==> config.mk <==
export PLATFORM = sky130hd
export DESIGN_NAME = spi_tx_feeder
export DESIGN_NICKNAME = d
export VERILOG_FILES = /design/src/rtl/spi_tx_feeder.sv
export SDC_FILE = /design/constraint.sdc
export NUM_CORES = 1
export LEC_CHECK = 0
export ABC_AREA = 1
export CORE_AREA = 2 2 70 72
export DETAILED_ROUTE_END_ITERATION = 12
export DIE_AREA = 0 0 72 74
export PLACE_DENSITY = 0.77
export RECOVER_POWER = 100
export SYNTH_ARGS = -nofsm -noshare
export SYNTH_HDL_FRONTEND = slang
export SYNTH_SLANG_ARGS = --single-unit
==> constraint.sdc <==
create_clock -name clk -period 2.2 [get_ports clk]
set_clock_uncertainty 0.1 [all_clocks]
set_input_delay 0.33 -clock clk [delete_from_list [all_inputs] [get_ports clk]]
set_output_delay 0.33 -clock clk [all_outputs]
set_load 0.02 [all_outputs]
==> src/rtl/spi_tx_feeder.sv <==
// -----------------------------------------------------------------------------
// spi_tx_feeder
//
// Feeds 7-bit frames from a small transmit FIFO to a downstream SPI master
// using a send/done handshake. A byte is latched onto data_in and send is
// raised. The byte is popped, and frames_sent is incremented, when the master
// reports done. The next frame may start only after done has fallen again.
//
// Optional feature (compile-time macro SPI_GAP_EN):
//   When SPI_GAP_EN is defined, a GAP state enforces GAP_CYCLES idle cycles
//   after done falls and before the next frame can start. When it is
//   undefined, RELEASE returns straight to IDLE.
//
// Parameters:
//   DEPTH       FIFO depth in 7-bit entries (power of two, 2..16)
//   GAP_CYCLES  idle cycles between frames when SPI_GAP_EN is defined (1..255)
//
// Ports:
//   clk          in   1      sole clock, rising-edge
//   rst          in   1      synchronous, active-high reset
//   wr_data      in   7      byte to transmit
//   wr_valid     in   1      wr_data is valid
//   wr_ready     out  1      FIFO can accept (write = wr_valid & wr_ready)
//   data_in      out  7      frame data to the SPI master
//   send         out  1      start-frame request to the SPI master
//   done         in   1      frame-complete from the SPI master
//   busy         out  1      FIFO non-empty or frame in progress
//   fifo_count   out  CW     FIFO entries currently held
//   frames_sent  out  8      completed-frame counter (wraps 255 -> 0)
// -----------------------------------------------------------------------------
module spi_tx_feeder #(
  parameter int DEPTH      = 4,
  parameter int GAP_CYCLES = 2
) (
  input  logic                     clk,
  input  logic                     rst,
  input  logic [6:0]               wr_data,
  input  logic                     wr_valid,
  output logic                     wr_ready,
  output logic [6:0]               data_in,
  output logic                     send,
  input  logic                     done,
  output logic                     busy,
  output logic [$clog2(DEPTH):0]   fifo_count,
  output logic [7:0]               frames_sent
);

  localparam int AW = $clog2(DEPTH);
  localparam int CW = AW + 1;
  localparam logic [CW-1:0] FULL_COUNT  = CW'(DEPTH);
  localparam logic [CW-1:0] EMPTY_COUNT = CW'(0);
  localparam logic [CW-1:0] ONE_COUNT   = CW'(1);
  localparam logic [AW-1:0] ZERO_PTR    = AW'(0);
  localparam logic [AW-1:0] ONE_PTR     = AW'(1);

  // Reject illegal configurations at elaboration time.
  if ((DEPTH < 2) || (DEPTH > 16) || ((DEPTH & (DEPTH - 1)) != 0) ||
      (GAP_CYCLES < 1) || (GAP_CYCLES > 255)) begin : g_bad_param
    $error("spi_tx_feeder: DEPTH must be a power of two in 2..16 and GAP_CYCLES in 1..255");
  end

  typedef enum logic [1:0] {
    ST_IDLE    = 2'd0,
    ST_REQ     = 2'd1,
    ST_RELEASE = 2'd2,
    ST_GAP     = 2'd3
  } state_t;

  // FIFO storage and bookkeeping
  logic [6:0]    mem_r [DEPTH];
  logic [AW-1:0] wr_ptr_r;
  logic [AW-1:0] rd_ptr_r;
  logic [CW-1:0] count_r;
  logic [CW-1:0] count_next_s;

  // Handshake and FSM state
  state_t        state_r;
  logic          send_r;
  logic [6:0]    data_r;
  logic [7:0]    frames_r;
`ifdef SPI_GAP_EN
  logic [7:0]    gap_cnt_r;
`endif

  logic          wr_ready_s;
  logic          push_s;
  logic          pop_s;

  // Full flag is derived purely from the registered count, so wr_ready never
  // depends on same-cycle inputs.
  assign wr_ready_s = (count_r != FULL_COUNT);

  // A write happens on a valid/ready handshake; the head is popped on the
  // single cycle in which REQ observes done.
  always_comb begin
    push_s = 1'b0;
    pop_s  = 1'b0;
    if (wr_valid && wr_ready_s) begin
      push_s = 1'b1;
    end else begin
      push_s = 1'b0;
    end
    if ((state_r == ST_REQ) && done) begin
      pop_s = 1'b1;
    end else begin
      pop_s = 1'b0;
    end
  end

  // Next FIFO occupancy; a simultaneous push and pop cancel out.
  always_comb begin
    count_next_s = count_r;
    case ({push_s, pop_s})
      2'b10:   count_next_s = count_r + ONE_COUNT;
      2'b01:   count_next_s = count_r - ONE_COUNT;
      default: count_next_s = count_r;
    endcase
  end

  // FIFO data array write port. Reset blocks a coincident write.
  always_ff @(posedge clk) begin
    if (!rst && push_s) begin
      mem_r[wr_ptr_r] <= wr_data;
    end
  end

  // FIFO pointers and occupancy counter.
  always_ff @(posedge clk) begin
    if (rst) begin
      wr_ptr_r <= ZERO_PTR;
      rd_ptr_r <= ZERO_PTR;
      count_r  <= EMPTY_COUNT;
    end else begin
      if (push_s) begin
        wr_ptr_r <= wr_ptr_r + ONE_PTR;
      end
      if (pop_s) begin
        rd_ptr_r <= rd_ptr_r + ONE_PTR;
      end
      count_r <= count_next_s;
    end
  end

  // Frame sequencer: IDLE -> REQ -> RELEASE [-> GAP] -> IDLE.
  // data_in is only loaded when leaving IDLE, so it stays stable for the
  // whole of REQ. A done that is still high in IDLE blocks a new frame.
  always_ff @(posedge clk) begin
    if (rst) begin
      state_r   <= ST_IDLE;
      send_r    <= 1'b0;
      data_r    <= 7'd0;
      frames_r  <= 8'd0;
`ifdef SPI_GAP_EN
      gap_cnt_r <= 8'd0;
`endif
    end else begin
      case (state_r)
        ST_IDLE: begin
          if ((count_r != EMPTY_COUNT) && !done) begin
            data_r  <= mem_r[rd_ptr_r];
            send_r  <= 1'b1;
            state_r <= ST_REQ;
          end else begin
            send_r  <= 1'b0;
          end
        end
        ST_REQ: begin
          if (done) begin
            // frames_sent wraps naturally from 255 to 0.
            frames_r <= frames_r + 8'd1;
            send_r   <= 1'b0;
            state_r  <= ST_RELEASE;
          end else begin
            send_r   <= 1'b1;
          end
        end
        ST_RELEASE: begin
          send_r <= 1'b0;
          if (!done) begin
`ifdef SPI_GAP_EN
            gap_cnt_r <= 8'(GAP_CYCLES);
            state_r   <= ST_GAP;
`else
            state_r   <= ST_IDLE;
`endif
          end
        end
        ST_GAP: begin
          send_r <= 1'b0;
`ifdef SPI_GAP_EN
          // One cycle per count; leave once the counter reaches zero.
          if (gap_cnt_r <= 8'd1) begin
            gap_cnt_r <= 8'd0;
            state_r   <= ST_IDLE;
          end else begin
            gap_cnt_r <= gap_cnt_r - 8'd1;
          end
`else
          // Unreachable without the gap feature; recover to IDLE.
          state_r <= ST_IDLE;
`endif
        end
        default: begin
          send_r  <= 1'b0;
          state_r <= ST_IDLE;
        end
      endcase
    end
  end

  assign wr_ready    = wr_ready_s;
  assign data_in     = data_r;
  assign send        = send_r;
  assign fifo_count  = count_r;
  assign frames_sent = frames_r;
  assign busy        = (count_r != EMPTY_COUNT) | (state_r != ST_IDLE);

endmodule

# After elaboration in Yosys (flattened, before gate mapping)
# Memories as Yosys holds them, arrays and structs flattened. A register that Yosys moved wholly into a read port is not among the register bits.
# Index checks and enable logic that the tools add are counted.
[classes]
n_reduce_logical = 14
n_mul = 0
shift = 0
n_lt_le_gt_ge = 0
mux = 12
n_eq_ne = 9
bitwise_logic = 1
addsub = 5
div = 0
[ops]
columns = ["op", "count"]
rows = [
  ["$add A8 B1 Y8 const B", 1],
  ["$pmux W2 S4", 1],
  ["$eq A2 B2 Y1 const B", 3],
  ["$mux W1", 6],
  ["$mux W2", 3],
  ["$ne A2 B2 Y1 const B", 3],
  ["$pmux W3 S2", 1],
  ["$add A2 B1 Y2 const B", 2],
  ["$eq A2 B1 Y1 const B", 2],
  ["$logic_and A1 B1 Y1", 4],
  ["$reduce_and A2 Y1", 2],
  ["$reduce_bool A2 Y1", 2],
  ["$add A3 B1 Y3 const B", 1],
  ["$ne A3 B3 Y1 const B", 1],
  ["$pmux W1 S3", 1],
  ["$reduce_and A3 Y1", 1],
  ["$reduce_bool A3 Y1", 1],
  ["$sub A3 B1 Y3 const B", 1],
  ["$logic_not A1 Y1", 2],
  ["$logic_not A2 Y1", 1],
  ["$reduce_or A2 Y1", 1],
  ["$or A1 B1 Y1", 1],
]
[word_totals]
wordCells = 48
ram_bits = 28
regBits = 18
latchBits = 0
mem_bits_ro = 0
out_inout_bits = 21
n_memories = 1
[memory_table]
columns = ["name", "depth", "word_bits", "rd", "rd_clocked_by_memory_dff", "wr", "line_no", "source"]
rows = [
  ["mem_r", 4, 7, 1, 1, 1, "70", "logic [6:0] mem_r [DEPTH];"],
]

# Logic depth before layout (Yosys ltp)
# Gate-level depths: netlist of the first run.
[logic_depth]
depth_word = 6
mapped_depth = 12
depth_no_buf = 12

# Worst setup path after synthesis of the first run
# Ideal clock, no wire load.
[synth_path]
kind = "register to register"
startpoint = "reg count_r[0] (netlist: fifo_count[0])"
endpoint = "reg count_r[2] (netlist: fifo_count[2])"
arrival_time_ns = 1.760
synth_period_minus_slack_ns = 1.973
setup_slack_ns = 0.227
stages_incl_launch_ff = 13
n_path_buf = 0
t_required_ns = 1.987
cell_sequence = "dfxtp_1 > nor2_2 > nand2_1 > nand2_1 > ha_1 > inv_1 > fa_1 > inv_1 > nand2_1 > nand3_1 > nand2_1 > nand2_1 > nor2_1"
[synth_via]
elab_chain_cells = 5
elab_cells_between_ends = 9
cone_classes = "add/sub: 2; eq/ne: 3; mux: 2; reduce/logical: 2"
[synth_rtl]
columns = ["item", "line_no", "source"]
rows = [
  ["start, declared", "73", "logic [CW-1:0] count_r;"],
  ["start signal, assigned", "140", "count_r <= count_next_s;"],
  ["$ne A3 B3 Y1 (*)", "91", "assign wr_ready_s = (count_r != FULL_COUNT);"],
  ["via wr_ready", "39", "output logic wr_ready,"],
  ["$logic_and A1 B1 Y1 (*)", "98", "if (wr_valid && wr_ready_s) begin"],
  ["$mux W1 (*)", "98", ""],
  ["$eq A2 B1 Y1 or $eq A2 B2 Y1 (tied branches)", "113", "case ({push_s, pop_s})"],
  ["$pmux W3 S2 or $reduce_bool A2 Y1 (tied branches)", "-", ""],
]
# The timed path passes the listed nets; every way through them passes the cells marked *.
# A chain may end at the register's enable or synchronous reset.

# Worst setup path in the final report of the first run
[layout_path]
startpoint = "reg count_r[1] (netlist: fifo_count[1])"
endpoint = "out wr_ready"
[layout_via]
elab_chain_cells = 1
[layout_rtl]
columns = ["item", "line_no"]
rows = [
  ["$ne A3 B3 Y1", "91"],
  ["end, declared", "39"],
]
# Every way passes these cells.

==> impl_metrics.yaml, run 1 <==
placement:
  place_hpwl_microns: 2940
  gp_congestion: 0.7688
  numPortBuffers: 31
timing:
  hold_viol_final: 0
  finalMaxSlewViolations: 0
  worst_pin_slew_ns: 0.7358
  clock.fmax_ghz: 0.4992
  setup_violations: 0
  finalCritPeriodShare_pct: 91.05
  final.setup.tns_ns: 0
  fin_crit_ns: 2.003
  rsz0062_at_grt: "no"
  relSlewSlack_pct: 50.95
setup_path:
  worst_ep_arrival_time_ns: 1.57
  worstPathMaxFanout: 5
  criticalPathCategory: "register to output pin"
  cp_cell_sequence: "nor2_2 -> nand2_1 -> dlygate4sd3_1"
  cpPeakStageDelay_ns: 0.69
  rrSetupSlack_ns: 0.32
  path_delay_family: "buffers and inverters"
  crit_buf_inv: 1
  cpMaxStageDelayCell: "dlygate4sd3_1"
  critPathCaptureType: "output pin"
  worstSetupStartpointType: "register"
  critical_path_required_ns: 1.77
floorplanning:
  pin_count: 32
  core-area_sq_mm: 0.004598
  core.rowCount: 25
  die_area_sq_mm: 0.005328
  die_y_microns: 74
  die_x_microns: 72
  initial_utilization_pct: 52.27
power_and_ir_drop:
  p_per_area_mw_per_mm2: 689.7
  p_leak_uw: 0.001308
  ir_worst_vdd_mv: 0.4521
  power.total_uw: 1953
cells_and_area:
  area.growth.synth_to_final_pct: 17.80
  num_antenna_cells: 0
  layout.area.seq_sq_mm: 0.001341
  fill_cells: 405
  multiInputGateArea_sq_um: 772.0
  drive_gt1_share_pct: 5.919
  nets: 338
global_routing:
  gr-total-overflow: 0
  antenna_found_initial: 0
  grt_usage_pct: 17.47
  grt_pass1_vias: 1634
  grt_pass1_wl_microns: 7079
  grt_max_degree: 19
drt:
  wl_microns: 4130
  highest_layer: "met4"
  viasPerCell: 4.728
  vias: 1773
  met3_length_microns: 147
  wl_met1_microns: 1865
  ant_nets: 0
  dr.pass1.iters: 4
  drt-initial-drc-count: 94
  wire_per_inst_microns: 11.01
  met2_length_microns: 2021
  drc: 0
yosys:
  synthTopCellsByArea: "edfxtp_1, dfxtp_1, nand2_1"
  syn_avg_cell_area_sq_um: 8.554
  postSynthCellCount: 281
  yosysTopAreaCell: "edfxtp_1"
  synth.top_cell.area_share_pct: 34.98
  synth_seq_cells: 53
  synth_nets: 299
  yosysWarnings: 0
  synth_area_sq_mm: 0.002404
  ys_seq_area_share_pct: 55.80
  ys_types: 22
hold_path:
  hold_path_class: "register to register"
cts:
  postCtsSetupBuffers: 0
  clkTransAtPathRegs_ns: 0.09
  clock_sinks: 53
  cts_root_buf: "clkbuf_8"
  cts_made_buffers: 5
  ctsLongestPathBuffers: 2
  cts.htree.levels: 2
  cts_tree: "yes"
  clock_latency_ns: 0.30
  cts_resized: 0
  cts_hold_buf: 0
status:
  outcome: "complete, no violations"
job:
  cap_viol_max_count: 0
[per-layer routing]
metal	global-route usage (%)	vias up
met5	0	-
met4	9.434	0
met3	4.607	8
met2	29.63	38
met1	20.46	784
li1	-	943
[tightest hold or removal path, cell delays in order, from the launching register on]
cell	delay (ns)
dfxtp_1	0.34
nand2_1	0.07
a21oi_1	0.05
[power by group]
part           switching [uW]  total, uW  leakage [uW]  internal (uW)
Combinational             187        310      0.000808            123
Sequential               33.0       1120      0.000458           1090
Clock                     301        520     0.0000417            219
Total                     521       1950       0.00131           1430
[cells in the final DEF (no fill, tap or decap), types with 2 or more instances in the layout]
cell            n
inv_1          53
clkbuf_1        6
dlygate4sd3_1  30
nor3_1          2
edfxtp_1       28
clkbuf_8        5
nand3_1        26
inv_2           3
a21oi_1        12
ha_1            6
nor2_2          4
dfxtp_1        25
nand2_1        73
buf_4           2
o21ai_0         4
nor2_1         32
[path summary, 6_finish.rpt]
path	cells past startpoint	to	startpoint
worst max-delay path	3	wr_ready	fifo_count[1]
worst min-delay path	2	frames_sent[1]	frames_sent[1]
worst max register to register	12	fifo_count[2]	fifo_count[1]
worst min register to register	2	frames_sent[1]	frames_sent[1]
[state kept, by name (all words and copies together) (netlist names)]
register and cells:
mem_r 28, frames_sent 8, data_in 7, fifo_count 3, rd_ptr_r 2, state_r 2
wr_ptr_r 2, send 1
[cell families after synthesis]
kind of cell	after synthesis	share of synthesized area, %
xor gates and xnor gates	1	0.3645
adders and majority gates	7	3.956
DFF	53	55.80
buffers and inverters	64	10.93
and+or+nand+nor	139	25.40
AOI/OAI and AO/OA	17	3.540
[cell type report]
class | instances | area share, %
flip-flops and latches | 53 | 47.37
well taps | 54 | 2.386
inverters | 57 | 7.645
clock inverters | 3 | 0.6186
clock buffers | 5 | 2.430
multi-input cells | 164 | 27.26
repair buffers | 39 | 12.28
[per-stage QoR]
stage                     hold WS (ns)  cell area [sq um]  setup WS [ns]  cells  utilization, %
after floorplan                 0.3289               2404         0.2269    281               -
after global placement          0.3927               2795        0.07053    367           60.79
after detailed placement        0.3946               2795        0.04253    367           60.79
after CTS                       0.4087               2882         0.2164    375           62.67
after global routing            0.4391               2831        0.08113    375           61.58
final                           0.4023               2831         0.1969    375           61.58
[synthesized netlist by cell type]
master / n
nand3_4: 2
o21ai_1: 3
nor2_4: 2
inv_4: 1
o21ai_0: 2
edfxtp_1: 28
nor2_2: 4
nand2_1: 73
inv_1: 53
nand2_2: 1
fa_1: 1
buf_4: 2
a21oi_1: 12
nor2_1: 30
xor2_1: 1
nand3_1: 25
ha_1: 6
inv_2: 3
buf_2: 4
nor3_1: 2
buf_6: 1
dfxtp_1: 25
Note: power is estimated with default switching activity, not from simulation.
==> run 2: changes to the inputs <==
Settings changed: SLEW_MARGIN set to 15.
==> results of run 2 <==
The final DEF is identical to that of run 1; final timing and power are the same.
